===== config.mk =====
export PLATFORM = sky130hd
export DESIGN_NAME = uart_rx
export DESIGN_NICKNAME = d
export VERILOG_FILES = /design/src/rtl/uart_pkg.sv /design/src/rtl/uart_rx_sync.sv /design/src/rtl/uart_rx.sv
export SDC_FILE = /design/constraint.sdc
export NUM_CORES = 1
export LEC_CHECK = 0
export CAP_MARGIN = 20
export CORE_ASPECT_RATIO = 1.25
export CORE_MARGIN = 3
export CORE_UTILIZATION = 60
export CTS_CLUSTER_DIAMETER = 30
export DETAILED_ROUTE_END_ITERATION = 10
export PLACE_DENSITY = 0.81
export SYNTH_ARGS = -nofsm -noshare
export SYNTH_HDL_FRONTEND = slang
export SYNTH_HIERARCHICAL = 1
export SYNTH_SLANG_ARGS = --single-unit

===== constraint.sdc =====
create_clock -name clock -period 5.9 [get_ports clock]
set_input_delay 1.18 -clock clock [delete_from_list [all_inputs] [get_ports clock]]
set_output_delay 1.18 -clock clock [all_outputs]
set_load 0.01 [all_outputs]

===== src/rtl/uart_pkg.sv =====
// Shared UART definitions: frame state encoding and bit-timing helper.
// Also imported by the on-board start-bit transmitter.
package uart_pkg;

  localparam int DATA_BITS = 8;

  typedef enum logic [2:0] {
    IDLE,
    START,
    DATA,
    PARITY,
    STOP
  } state_t;

  function automatic int clocksPerBit(input int freq, input int baud);
    return freq / baud;
  endfunction

endpackage


===== src/rtl/uart_rx_sync.sv =====
// Two-flop synchronizer for the asynchronous rx pin, plus falling-edge detect.
// All flops reset high so that an idle line never looks like an edge.
module uart_rx_sync (
  input  logic clock,
  input  logic reset,
  input  logic rx,
  output logic rxSync,
  output logic fall
);

  logic meta_q, meta_d;
  logic sync_q, sync_d;
  logic prev_q, prev_d;

  always_comb begin
    meta_d = rx;
    sync_d = meta_q;
    prev_d = sync_q;
  end

  always_ff @(posedge clock or posedge reset) begin
    if (reset) begin
      meta_q <= 1'b1;
      sync_q <= 1'b1;
      prev_q <= 1'b1;
    end else begin
      meta_q <= meta_d;
      sync_q <= sync_d;
      prev_q <= prev_d;
    end
  end

  assign rxSync = sync_q;
  assign fall   = prev_q & ~sync_q;

endmodule


===== src/rtl/uart_rx.sv =====
// 8N1 UART receiver with mid-bit sampling and one-cycle result strobes.
// Define UART_RX_PARITY_EN to receive 8E1 frames and report parity errors.
module uart_rx
  import uart_pkg::*;
#(
  parameter int ClockFrequency = 50000000,
  parameter int BaudRate       = 115200
) (
  input  logic                 clock,
  input  logic                 reset,
  input  logic                 rx,
  output logic [DATA_BITS-1:0] data,
  output logic                 valid,
  output logic                 frameError,
  output logic                 parityError,
  output logic                 busy
);

  localparam int BIT  = clocksPerBit(ClockFrequency, BaudRate);
  localparam int HALF = BIT / 2;
  localparam int CW   = $clog2(BIT);

  generate
    if (BIT < 4) begin : g_bit_check
      $error("uart_rx: ClockFrequency/BaudRate must be at least 4");
    end
  endgenerate

  logic rx_sync;
  logic fall;

  uart_rx_sync u_sync (
    .clock  (clock),
    .reset  (reset),
    .rx     (rx),
    .rxSync (rx_sync),
    .fall   (fall)
  );

  state_t               state_q, state_d;
  logic [CW-1:0]        cnt_q, cnt_d;
  logic [2:0]           idx_q, idx_d;
  logic [DATA_BITS-1:0] sh_q, sh_d;
  logic [DATA_BITS-1:0] data_q, data_d;
  logic                 valid_q, valid_d;
  logic                 ferr_q, ferr_d;
  logic                 busy_q, busy_d;
`ifdef UART_RX_PARITY_EN
  logic                 pbad_q, pbad_d;
  logic                 perr_q, perr_d;
`endif

  logic sample;
  assign sample = (cnt_q == '0);

  always_comb begin
    state_d = state_q;
    cnt_d   = cnt_q;
    idx_d   = idx_q;
    sh_d    = sh_q;
    data_d  = data_q;
    valid_d = 1'b0;
    ferr_d  = 1'b0;
`ifdef UART_RX_PARITY_EN
    pbad_d  = pbad_q;
    perr_d  = 1'b0;
`endif
    case (state_q)
      IDLE: begin
        // Only a genuine high-to-low transition arms the receiver.
        if (fall) begin
          state_d = START;
          cnt_d   = CW'(HALF - 1);
        end
      end
      START: begin
        if (sample) begin
          cnt_d = CW'(BIT - 1);
          if (!rx_sync) begin
            state_d = DATA;
            idx_d   = 3'd0;
          end else begin
            state_d = IDLE;
          end
        end else begin
          cnt_d = cnt_q - CW'(1);
        end
      end
      DATA: begin
        if (sample) begin
          cnt_d = CW'(BIT - 1);
          sh_d  = {rx_sync, sh_q[DATA_BITS-1:1]};
          idx_d = idx_q + 3'd1;
          if (idx_q == 3'(DATA_BITS - 1)) begin
`ifdef UART_RX_PARITY_EN
            state_d = PARITY;
`else
            state_d = STOP;
`endif
          end
        end else begin
          cnt_d = cnt_q - CW'(1);
        end
      end
`ifdef UART_RX_PARITY_EN
      PARITY: begin
        if (sample) begin
          cnt_d   = CW'(BIT - 1);
          pbad_d  = (rx_sync != ^sh_q);
          state_d = STOP;
        end else begin
          cnt_d = cnt_q - CW'(1);
        end
      end
`endif
      STOP: begin
        if (sample) begin
          cnt_d   = CW'(BIT - 1);
          state_d = IDLE;
          // A low stop bit outranks a parity mismatch.
          if (!rx_sync) begin
            ferr_d = 1'b1;
          end
`ifdef UART_RX_PARITY_EN
          else if (pbad_q) begin
            perr_d = 1'b1;
          end
`endif
          else begin
            valid_d = 1'b1;
            data_d  = sh_q;
          end
        end else begin
          cnt_d = cnt_q - CW'(1);
        end
      end
      default: state_d = IDLE;
    endcase
    busy_d = (state_d != IDLE);
  end

  always_ff @(posedge clock or posedge reset) begin
    if (reset) begin
      state_q <= IDLE;
      cnt_q   <= '0;
      idx_q   <= 3'd0;
      sh_q    <= '0;
      data_q  <= '0;
      valid_q <= 1'b0;
      ferr_q  <= 1'b0;
      busy_q  <= 1'b0;
`ifdef UART_RX_PARITY_EN
      pbad_q  <= 1'b0;
      perr_q  <= 1'b0;
`endif
    end else begin
      state_q <= state_d;
      cnt_q   <= cnt_d;
      idx_q   <= idx_d;
      sh_q    <= sh_d;
      data_q  <= data_d;
      valid_q <= valid_d;
      ferr_q  <= ferr_d;
      busy_q  <= busy_d;
`ifdef UART_RX_PARITY_EN
      pbad_q  <= pbad_d;
      perr_q  <= perr_d;
`endif
    end
  end

  assign data       = data_q;
  assign valid      = valid_q;
  assign frameError = ferr_q;
  assign busy       = busy_q;
`ifdef UART_RX_PARITY_EN
  assign parityError = perr_q;
`else
  assign parityError = 1'b0;
`endif

endmodule


### After elaboration in Yosys (flattened, before gate mapping)

Cells that the tools add are included.

| word-level totals | value |
|---|---|
| bits in registers | 37 |
| input bits | 3 |
| output and inout bits | 12 |
| logic and storage cells | 53 |

| cells by class | value |
|---|---|
| add/sub/neg operators | 2 |
| equal/unequal tests | 8 |
| multiplexer cells | 20 |
| bitwise operators | 2 |
| reductions and logical operators | 10 |

Operators by type and width:

| kind | count |
|---|---|
| 3-bit two-way mux | 8 |
| 9-bit two-way mux | 2 |
| 9-bit case mux with 2 select lines | 1 |
| 3-bit case mux with 4 select lines | 1 |
| 9-bit logical NOT | 1 |
| 9-bit by 1-bit subtractor with 9-bit output (second input constant) | 1 |
| 2-bit != test (second input constant) | 4 |
| 3-bit == test (second input constant) | 2 |
| 1-bit two-way mux | 6 |
| 3-bit case mux with 2 select lines | 1 |
| 2-bit AND reduction | 2 |
| 4-bit AND reduction | 1 |
| 2-bit nonzero test | 2 |
| 3-bit by 1-bit adder with 3-bit output (second input constant) | 1 |
| 3-bit by 1-bit == test with 1-bit output (second input constant) | 1 |
| 3-bit by 2-bit == test with 1-bit output (second input constant) | 1 |
| 3-bit logical NOT | 1 |
| 3-bit AND reduction | 1 |
| 3-bit nonzero test | 1 |
| 3-bit OR reduction | 1 |
| 2-bit two-way mux | 1 |
| 1-bit bitwise AND | 1 |
| 1-bit inverter | 1 |

### Longest topological paths before layout

Gate-level depths: netlist (run 1).

| depth | value |
|---|---|
| depth after elaboration | 5 |
| gate-level depth with buffers | 7 |
| depth with buffers taken out | 6 |

### Cells and area by module

Netlist (run 1), hierarchy kept.

Modules (own cells, without submodules):

| module | times used | cells each | area each (um2) | seq. area each (um2) |
|---|---|---|---|---|
| uart_rx | 1 | 148 | 1687.9 | 850.8 |
| uart_rx_sync | 1 | 5 | 96.3 | 78.8 |

### Worst setup path before layout (run 1)

No wires, ideal clock.

| timing path | value |
|---|---|
| path kind | register -> register |
| start point | reg cnt_q[0] |
| end point | reg sh_q[0] |
| library setup time | 0.125 ns |
| arrival time | 1.926 ns |
| data required time | 5.775 ns |
| slack | 3.849 ns |
| stages on the path, launching flop included | 7 |
| buffers on the path | 1 |
| clock period less this slack | 2.051 ns |
| cells stage by stage | dfrtp_1 > inv_1 > ha_1 > or3b_1 > nor4_4 > buf_6 > mux2_4 |

| on the way | value |
|---|---|
| word-level cells in the longest chain between the ends | 2 |

Ends and longest elaborated chain:

| what | line | source |
|---|---|---|
| from (decl) | uart_rx.sv:41 | `logic [CW-1:0] cnt_q, cnt_d;` |
| from (signal assigned) | uart_rx.sv:158 | `cnt_q <= cnt_d;` |
| 9-bit logical NOT | uart_rx.sv:54 | `assign sample = (cnt_q == '0);` |
| 2-bit AND reduction (no line) | n/a |  |
| to (signal assigned) | uart_rx.sv:147 | `sh_q <= '0;` |
| to (signal assigned) | uart_rx.sv:160 | `sh_q <= sh_d;` |
| to (decl) | uart_rx.sv:43 | `logic [DATA_BITS-1:0] sh_q, sh_d;` |

Every way passes these cells.
A chain may end at the register's enable or synchronous reset.

### Worst setup path after layout (run 1)

| timing path | value |
|---|---|
| start point | reg cnt_q[0] |
| end point | reg sh_q[6] |

The elaborated chain is that of the path after synthesis.

==> results of run 1 <==
## power breakdown
group / switching (W) / internal (W)
registers: 0.0000522 / 0.000287
clock network: 0.0000794 / 0.000131
logic: 0.0000636 / 0.0000518
total: 0.000195 / 0.000470
## per-stage QoR
stage               cell area, sq um  cells
floorplan                       1780    153
global placement                1930    194
detailed placement              1930    194
CTS                             2030    202
global route                    2030    202
finish                          2030    202
## state kept, by name (all words and copies together) (netlist names)
name	cells
busy	1
cnt_q	9
data	8
frameError	1
idx_q	3
sh_q	8
state_q	3
u_sync/meta_q	1
u_sync/prev_q	1
u_sync/rxSync	1
valid	1
## logic make-up (layout without fill, tap and decap cells)
| kind of cell | Yosys count | count (layout) | synth area share (%) |
|---|---|---|---|
| xor gates and xnor gates | 1 | 1 | 0.491 |
| and+or+nand+nor | 52 | 52 | 19.3 |
| AOI/OAI and AO/OA | 30 | 30 | 10.8 |
| muxes | 16 | 16 | 11.6 |
| other | 1 | 1 | 0.210 |
| adders and majority gates | 3 | 3 | 2.10 |
| buffers and inverters | 13 | 28 | 3.44 |
| DFF | 37 | 37 | 52.1 |
## placed cells by master (no fill, tap or decap), types with 2 or more instances in the layout
master and count:
clkbuf_4 5, mux2_4 7, dfrtp_1 34, nand2_1 8, nor2b_1 3, nor2_1 9, nand4_1 2, clkdlybuf4s50_1 13
o21ai_0 14, nor3_1 3, bufinv_16 2, dfstp_2 3, mux2_2 9, inv_1 6, ha_1 3, or4_1 2
nor4_1 5, nor3b_1 2, a21oi_1 3, nand3_1 5
## worst max-delay path, cell delays in order (launching register included)
cell and delay, ns:
dfrtp_1 0.41, inv_1 0.09, ha_1 0.21, or3b_1 0.51
nor4_4 0.76, mux2_2 0.42
## metal layers
| layer | up-vias | global-route usage (%) |
|---|---|---|
| met5 | - | 0 |
| met3 | 4 | 6.04 |
| met4 | 0 | 9.03 |
| li1 | 590 | - |
| met1 | 614 | 23.1 |
| met2 | 33 | 36.7 |
## area by class of cell
class	count	area (sq um)	area share, %
flip-flops and latches	37	930	45.8
inverters	6	22.5	1.11
repair buffers	14	138	6.79
clock buffers	5	37.5	1.85
well taps	34	42.5	2.10
multi-input cells	103	793	39.1
clock inverters	3	65.1	3.21
## worst paths after layout
check / slack [ns] / endpoint / startpoint / cells past startpoint
worst min-delay path: 0.37 / u_sync/rxSync$_DFF_PP1_ / u_sync/meta_q$_DFF_PP1_ / 0
worst min register to register: 0.37 / u_sync/rxSync$_DFF_PP1_ / u_sync/meta_q$_DFF_PP1_ / 0
worst max register to register: 3.39 / sh_q[6]$_DFFE_PP0P_ / cnt_q[0]$_DFFE_PP0P_ / 5
max in group asynchronous: 4.34 / data[2]$_DFFE_PP0P_ / reset / 3
min in group asynchronous: 1.22 / u_sync/meta_q$_DFF_PP1_ / reset / 2
worst max-delay path: 3.39 / sh_q[6]$_DFFE_PP0P_ / cnt_q[0]$_DFFE_PP0P_ / 5
==> impl_metrics.json, run 1 <==
{
  "syn_area_sq_mm": 0.00178,
  "place.gp.congestion": 0.840,
  "setup_viol": 0,
  "clock_sinks": 37,
  "cp-end-kind": "flip-flop",
  "tightest_slew_ns": 0.797,
  "layout-area-overhead-vs-synth_pct": 13.7,
  "cts_made_buffers": 5,
  "fp.dieArea_sq_mm": 0.00367,
  "nNetsFinal": 173,
  "synth_common_cells": "dfrtp_1, o21ai_0, mux2_2, nor2_1, nand2_1",
  "dieWidth_um": 54.8,
  "cts.hold.buffers_added": 0,
  "cts_resized": 0,
  "highest_layer": "met4",
  "routed_via_density": 6.14,
  "setup_ws_ns": 3.39,
  "fin_crit_ns": 2.51,
  "start_util_pct": 64.7,
  "synthFlopType": "dfrtp_1",
  "startpoint_type": "flip-flop",
  "max_freq_mhz": 399,
  "fill_cells": 191,
  "dr_wl_met3_um": 169,
  "ys_types": 49,
  "cellPowerDensity_mw_per_mm2": 328,
  "ant_nets": 0,
  "synthArstFlopShare_pct": 100,
  "num_vias": 1241,
  "required_ns": 6.12,
  "arrival_ns": 2.73,
  "root_buffer": "clkbuf_4",
  "hold_path_class": "reg -> reg",
  "grt-ovfl-total": 0,
  "htreeDepth": 2,
  "hold_violations": 0,
  "syn_avg_cell_area_sq_um": 11.7,
  "wirelength_um": 3250,
  "die-height_um": 67.0,
  "period_share_pct": 42.5,
  "p_total_w": 0.000665,
  "wl_per_cell_um": 16.1,
  "path_class": "reg -> reg",
  "rsz0062_at_grt": "false",
  "synth.most_common_cell": "dfrtp_1",
  "relSlewSlack_pct": 46.5,
  "pre_cts_slack_ns": 3.41,
  "cts_tree": "done",
  "drt-pass1-iter-count": 4,
  "ys_seq_elements": 37,
  "pin_count": 15,
  "hold_ws_ns": 0.369,
  "synth_edf_count": 0,
  "dpl.hpwl_um": 2370,
  "drc": 0,
  "slew_viol_final": 0,
  "drive_gt1_share_pct": 21.4,
  "insertion_delay_ns": 0.34,
  "wl_met1_um": 1270,
  "fin_setup_tns_ns": 0,
  "ys_warn_count": 6,
  "syn-num-nets": 159,
  "maxCapViolCount": 0,
  "yosysTopAreaCell": "dfrtp_1",
  "core_area_sq_mm": 0.00276,
  "antenna_found_initial": 0,
  "drtIter0Drc": 20,
  "yosysSeqAreaShare_pct": 52.1,
  "synth_top_area_share_pct": 47.7,
  "postCtsSetupBuffers": 0,
  "grt_max_degree": 35,
  "cp_max_fo": 11,
  "grt_usage_pct": 21.2,
  "synth_cells": 153,
  "status": "completed",
  "ir_drop_mv": 0.338,
  "rows": 21,
  "final_core_util_pct": 73.5,
  "diodes": 0,
  "grt_pass1_wl_um": 5480,
  "clk_pin_slew_ns": 0.10,
  "clockBufferDepth": 2,
  "netlist_top_cells_area": "dfrtp_1, mux2_4, mux2_2",
  "clock-skew-final_ns": 0.00814,
  "port_buffers": 13,
  "grt_pass1_vias": 1253,
  "route.met2.wl_um": 1760,
  "p_leak_nw": 0.910
}
Note: power is estimated with default switching activity, not from simulation.
==> inputs of run 2 (changes only) <==
--- a/config.mk
+++ b/config.mk
@@ -8,10 +8,10 @@
 export CAP_MARGIN = 20
 export CORE_ASPECT_RATIO = 1.25
 export CORE_MARGIN = 3
-export CORE_UTILIZATION = 60
+export CORE_UTILIZATION = 56
 export CTS_CLUSTER_DIAMETER = 30
 export DETAILED_ROUTE_END_ITERATION = 10
-export PLACE_DENSITY = 0.81
+export PLACE_DENSITY = 0.76
 export SYNTH_ARGS = -nofsm -noshare
 export SYNTH_HDL_FRONTEND = slang
 export SYNTH_HIERARCHICAL = 1
==> constraint.sdc (replaced) <==
create_clock -name clock -period 2.5 [get_ports clock]
set_input_delay 0.5 -clock clock [delete_from_list [all_inputs] [get_ports clock]]
set_output_delay 0.5 -clock clock [all_outputs]
set_load 0.01 [all_outputs]
==> run 2 against run 1 <==
Net effect: clock skew down 0.0030 ns; setup slack lost 3.1 ns; combinational power is 140% higher; total power grew 110%; core utilization shrank 7.2 points; first-iteration DRC count rose by 80%; critical path depth is 1 higher; routed wire length about the same; cell count up 1.5%; die area rose by 6.4%; hold slack worse by 0.0055 ns; critical endpoint unchanged; largest cell class unchanged.
==> impl_metrics.json, run 2 (synthesized netlist as in run 1, its figures left out) <==
{
  "startpoint_type": "flip-flop",
  "postCtsSetupBuffers": 0,
  "drt-pass1-iter-count": 4,
  "period_share_pct": 89.6,
  "drtIter0Drc": 36,
  "wirelength_um": 3240,
  "rsz0062_at_grt": "false",
  "clock-skew-final_ns": 0.00510,
  "clk_pin_slew_ns": 0.11,
  "maxCapViolCount": 0,
  "holdPathStages": 0,
  "r2r-end": "sh_q[6]$_DFFE_PP0P_",
  "critical-path-max-stage-delay_ns": 0.52,
  "status": "completed",
  "arrival_ns": 2.49,
  "clock_sinks": 37,
  "tightest_slew_ns": 0.665,
  "fin_setup_tns_ns": 0,
  "path_class": "reg -> reg",
  "dpl.hpwl_um": 2340,
  "grt_pass1_wl_um": 5730,
  "rr_startpoint": "cnt_q[0]$_DFFE_PP0P_",
  "clockBufferDepth": 2,
  "place.gp.congestion": 0.846,
  "num_vias": 1226,
  "nNetsFinal": 174,
  "fill_cells": 238,
  "start_util_pct": 59.5,
  "rows": 22,
  "crit_slowest_cell": "or3b_1",
  "required_ns": 2.74,
  "min_to": "u_sync/rxSync$_DFF_PP1_",
  "grt_max_degree": 35,
  "diodes": 0,
  "p_leak_nw": 0.891,
  "p_total_w": 0.00139,
  "largest_reg_flops": 9,
  "grt_pass1_vias": 1269,
  "die-height_um": 69.1,
  "cts_made_buffers": 5,
  "drc": 0,
  "slew_viol_final": 0,
  "layout-area-overhead-vs-synth_pct": 11.6,
  "dieWidth_um": 56.5,
  "reg2reg_setup_slack_ns": 0.26,
  "ir_drop_mv": 0.757,
  "insertion_delay_ns": 0.34,
  "fp.dieArea_sq_mm": 0.00390,
  "htreeDepth": 2,
  "hold_path_class": "reg -> reg",
  "pin_count": 15,
  "cp_max_fo": 11,
  "grt_usage_pct": 19.0,
  "worstHoldStart": "u_sync/meta_q$_DFF_PP1_",
  "cellPowerDensity_mw_per_mm2": 696,
  "layout_commonest_cell": "dfrtp_1",
  "crit_chain": "inv_1 > ha_1 > or3b_1 > nor4_4 > buf_4 > mux2_2",
  "wl_per_cell_um": 15.8,
  "grt-ovfl-total": 0,
  "cts.hold.buffers_added": 0,
  "regMostFlops": "cnt_q",
  "core_area_sq_mm": 0.00300,
  "final_cell_mix": "dfrtp_1, o21ai_0, clkdlybuf4s50_1, nor2_1, mux2_2",
  "cts_resized": 0,
  "max_freq_mhz": 446,
  "r2r_cells": 6,
  "cts_tree": "done",
  "port_buffers": 13,
  "hold_violations": 0,
  "antenna_found_initial": 0,
  "relSlewSlack_pct": 55.4,
  "fin_crit_ns": 2.24,
  "ant_nets": 0,
  "root_buffer": "clkbuf_4",
  "setup_viol": 0,
  "cp-end-kind": "flip-flop",
  "routed_via_density": 5.98,
  "drive_gt1_share_pct": 21.9,
  "final_core_util_pct": 66.3
}
==> run 2: cell count changes in the layout (fill, tap and decap cells not counted) <==
cell | previous run | this run
buf_4 | 1 | 2
bufinv_16 | 2 | 0
clkinv_2 | 1 | 2
clkinvlp_4 | 0 | 1
==> run 2: through the flow <==
step	std cells	hold slack (ns)	setup slack (ns)	cell area, sq um
3_3_place_gp	197	0.347	0.375	1940
6_report	205	0.363	0.259	1990
4_1_cts	205	0.364	0.255	1990
3_5_place_dp	197	0.348	0.274	1940
2_1_floorplan	153	0.345	0.449	1780
5_1_grt	205	0.367	0.157	1990
==> run 2: final cells by class <==
| type | count | area (sq um) | share of cell area (%) |
|---|---|---|---|
| clock buffer | 5 | 37.5 | 1.89 |
| clock inverter | 3 | 17.5 | 0.880 |
| inverter | 6 | 22.5 | 1.13 |
| multi-input combinational | 103 | 793 | 39.8 |
| sequential | 37 | 930 | 46.7 |
| tap | 36 | 45.0 | 2.26 |
| timing repair buffer | 15 | 145 | 7.29 |
==> run 2: worst max path at each step <==
stage	from	to	slack, ns	cells after the start
finish	cnt_q[0]$_DFFE_PP0P_	sh_q[6]$_DFFE_PP0P_	0.26	6
global route	cnt_q[0]$_DFFE_PP0P_	sh_q[6]$_DFFE_PP0P_	0.16	6
CTS	cnt_q[0]$_DFFE_PP0P_	sh_q[6]$_DFFE_PP0P_	0.25	6
detailed placement	cnt_q[0]$_DFFE_PP0P_	sh_q[6]$_DFFE_PP0P_	0.27	6
global placement	cnt_q[0]$_DFFE_PP0P_	sh_q[6]$_DFFE_PP0P_	0.37	6
floorplan	cnt_q[0]$_DFFE_PP0P_	sh_q[0]$_DFFE_PP0P_	0.45	6
==> run 2: per-layer routing <==
layer,GRT usage [%],up-vias,wire length (um)
met5,0,-,0
met3,7.30,10,126
met1,21.7,605,1340
li1,-,586,-
met2,30.5,25,1700
met4,9.76,0,72
==> run 2: report_power, final <==
group | switching (W) | leakage [nW] | total (W) | internal, W
sequential | 0.000125 | 0.476 | 0.000801 | 0.000676
combinational | 0.000154 | 0.385 | 0.000276 | 0.000122
clock | 0.000203 | 0.0310 | 0.000309 | 0.000106
total | 0.000482 | 0.891 | 0.00139 | 0.000904
==> run 2: worst max-delay path: cells and delay by family (launching register included) <==
family,cells,cell delay [ns]
flops,1,0.41
fa+ha+maj,1,0.22
mux,1,0.35
simple gates,2,0.81
buf+inv,2,0.36
==> inputs of run 3 (changes only) <==
--- a/config.mk
+++ b/config.mk
@@ -11,7 +11,7 @@
 export CORE_UTILIZATION = 56
 export CTS_CLUSTER_DIAMETER = 30
 export DETAILED_ROUTE_END_ITERATION = 10
-export PLACE_DENSITY = 0.76
+export PLACE_DENSITY = 0.8
 export SYNTH_ARGS = -nofsm -noshare
 export SYNTH_HDL_FRONTEND = slang
 export SYNTH_HIERARCHICAL = 1
==> run 3 against run 2 <==
Net effect: design area up 1.9%; total power up 8.4%; highest routed layer unchanged; critical path type unchanged; critical path depth unchanged; routed wire length up 1.7%; sequential power about the same; combinational power down 1%; hold slack better by 0.00061 ns.
==> impl_metrics.json, run 3 (synthesized netlist as in run 1, its figures left out) <==
{
  "grt-ovfl-total": 0,
  "multiInputGateArea_sq_um": 793,
  "final_core_util_pct": 67.6,
  "diodes": 0,
  "htreeDepth": 2,
  "startpoint_type": "flip-flop",
  "setup_ws_ns": 0.261,
  "layout_commonest_cell": "dfrtp_1",
  "cts.hold.buffers_added": 0,
  "routed_via_density": 5.94,
  "cts_made_buffers": 5,
  "clk_pin_slew_ns": 0.11,
  "hold_path_class": "reg -> reg",
  "critical-path-max-stage-delay_ns": 0.52,
  "die-height_um": 69.1,
  "insertion_delay_ns": 0.35,
  "tightest_slew_ns": 0.693,
  "drc": 0,
  "arrival_ns": 2.48,
  "setup_viol": 0,
  "layout-area-overhead-vs-synth_pct": 13.7,
  "core_area_sq_mm": 0.00300,
  "grt_max_degree": 35,
  "rr_startpoint": "cnt_q[0]$_DFFE_PP0P_",
  "num_vias": 1223,
  "dpl.hpwl_um": 2460,
  "maxCapViolCount": 0,
  "start_util_pct": 59.5,
  "drive_gt1_share_pct": 21.8,
  "port_buffers": 13,
  "regMostFlops": "cnt_q",
  "wl_per_cell_um": 16.0,
  "p_leak_nw": 0.911,
  "hold_violations": 0,
  "cts_tree": "done",
  "rsz0062_at_grt": "false",
  "grt_pass1_vias": 1227,
  "rows": 22,
  "root_buffer": "clkbuf_4",
  "clock-skew-final_ns": 0.00975,
  "relSlewSlack_pct": 53.5,
  "clockBufferDepth": 2,
  "slew_viol_final": 0,
  "antenna_found_initial": 0,
  "crit_chain": "inv_1 > ha_1 > or3b_1 > nor4_4 > buf_4 > mux2_2",
  "final_cell_mix": "dfrtp_1, o21ai_0, clkdlybuf4s50_1, nor2_1, mux2_2",
  "pin_count": 15,
  "fp.dieArea_sq_mm": 0.00390,
  "cp-end-kind": "flip-flop",
  "postCtsSetupBuffers": 0,
  "pre_cts_slack_ns": 0.271,
  "required_ns": 2.74,
  "regArea_sq_um": 930,
  "cellPowerDensity_mw_per_mm2": 741,
  "drtIter0Drc": 29,
  "cp_max_fo": 7,
  "reg2reg_setup_slack_ns": 0.26,
  "crit_slowest_cell": "or3b_1",
  "dieWidth_um": 56.5,
  "holdPathStages": 0,
  "period_share_pct": 89.6,
  "wirelength_um": 3300,
  "r2r-end": "sh_q[6]$_DFFE_PP0P_",
  "grt_pass1_wl_um": 5460,
  "fin_setup_tns_ns": 0,
  "nNetsFinal": 175,
  "path_class": "reg -> reg",
  "drt-pass1-iter-count": 4,
  "largest_reg_flops": 9,
  "grt_usage_pct": 18.4,
  "cts_resized": 0,
  "place.gp.congestion": 0.869,
  "max_freq_mhz": 447,
  "worstHoldStart": "u_sync/meta_q$_DFF_PP1_",
  "ir_drop_mv": 0.667,
  "status": "completed",
  "clock_sinks": 37,
  "ant_nets": 0,
  "fill_cells": 221,
  "r2r_cells": 6,
  "fin_crit_ns": 2.24,
  "min_to": "u_sync/rxSync$_DFF_PP1_"
}
[run 3: cell count changes in the layout (fill, tap and decap cells not counted)]
cell,previous run,this run
buf_4,2,3
clkinv_2,2,0
clkbuf_1,0,1
clkbuf_8,0,1
clkinvlp_4,1,0
bufinv_16,0,1
[run 3: worst max path at each step]
stage | depth (start not counted) | from | slack, ns | endpoint
global placement | 6 | cnt_q[0]$_DFFE_PP0P_ | 0.38 | sh_q[6]$_DFFE_PP0P_
global route | 6 | cnt_q[0]$_DFFE_PP0P_ | 0.16 | sh_q[6]$_DFFE_PP0P_
floorplan | 6 | cnt_q[0]$_DFFE_PP0P_ | 0.45 | sh_q[0]$_DFFE_PP0P_
detailed placement | 6 | cnt_q[0]$_DFFE_PP0P_ | 0.27 | sh_q[6]$_DFFE_PP0P_
finish | 6 | cnt_q[0]$_DFFE_PP0P_ | 0.26 | sh_q[6]$_DFFE_PP0P_
CTS | 6 | cnt_q[0]$_DFFE_PP0P_ | 0.26 | sh_q[6]$_DFFE_PP0P_
[run 3: critical path: cells and delay by family, from the launching register on]
family	cells	cell delay (ns)
adder cells (fa/ha/maj)	1	0.23
buffers and inverters	2	0.33
flip-flops	1	0.40
multiplexers	1	0.35
AND/OR/NAND/NOR	2	0.84
[run 3: cell type report]
class | instances | area share (%)
Tap cell | 36 | 2.22
Inverter | 6 | 1.11
Timing Repair Buffer | 16 | 7.53
Multi-Input combinational cell | 103 | 39.1
Clock buffer | 7 | 2.71
Sequential cell | 37 | 45.8
Clock inverter | 1 | 1.48
[run 3: routing by layer]
metal	track usage, %	up-vias	routed length (um)	share of wire, %
met2	32.4	19	1830	56
met3	5.81	6	111	3.4
li1	-	586	-	-
met4	8.71	0	51	1.5
met5	0	-	0	0
met1	19.3	612	1300	40
[run 3: through the flow]
step | cells | hold slack, ns | area, sq um | total power [W]
final | 206 | 0.364 | 2030 | 0.00150
after global routing | 206 | 0.366 | 2030 | 0.00158
after CTS | 206 | 0.364 | 2030 | 0.00151
after detailed placement | 198 | 0.349 | 1940 | 0.00108
after global placement | 198 | 0.347 | 1940 | 0.00105
after floorplan | 153 | 0.345 | 1780 | 0.00101
[run 3: report_power, final]
part | total, W | switching (W) | internal (W)
Clock | 0.000430 | 0.000191 | 0.000239
Combinational | 0.000272 | 0.000150 | 0.000122
Sequential | 0.000801 | 0.000125 | 0.000676
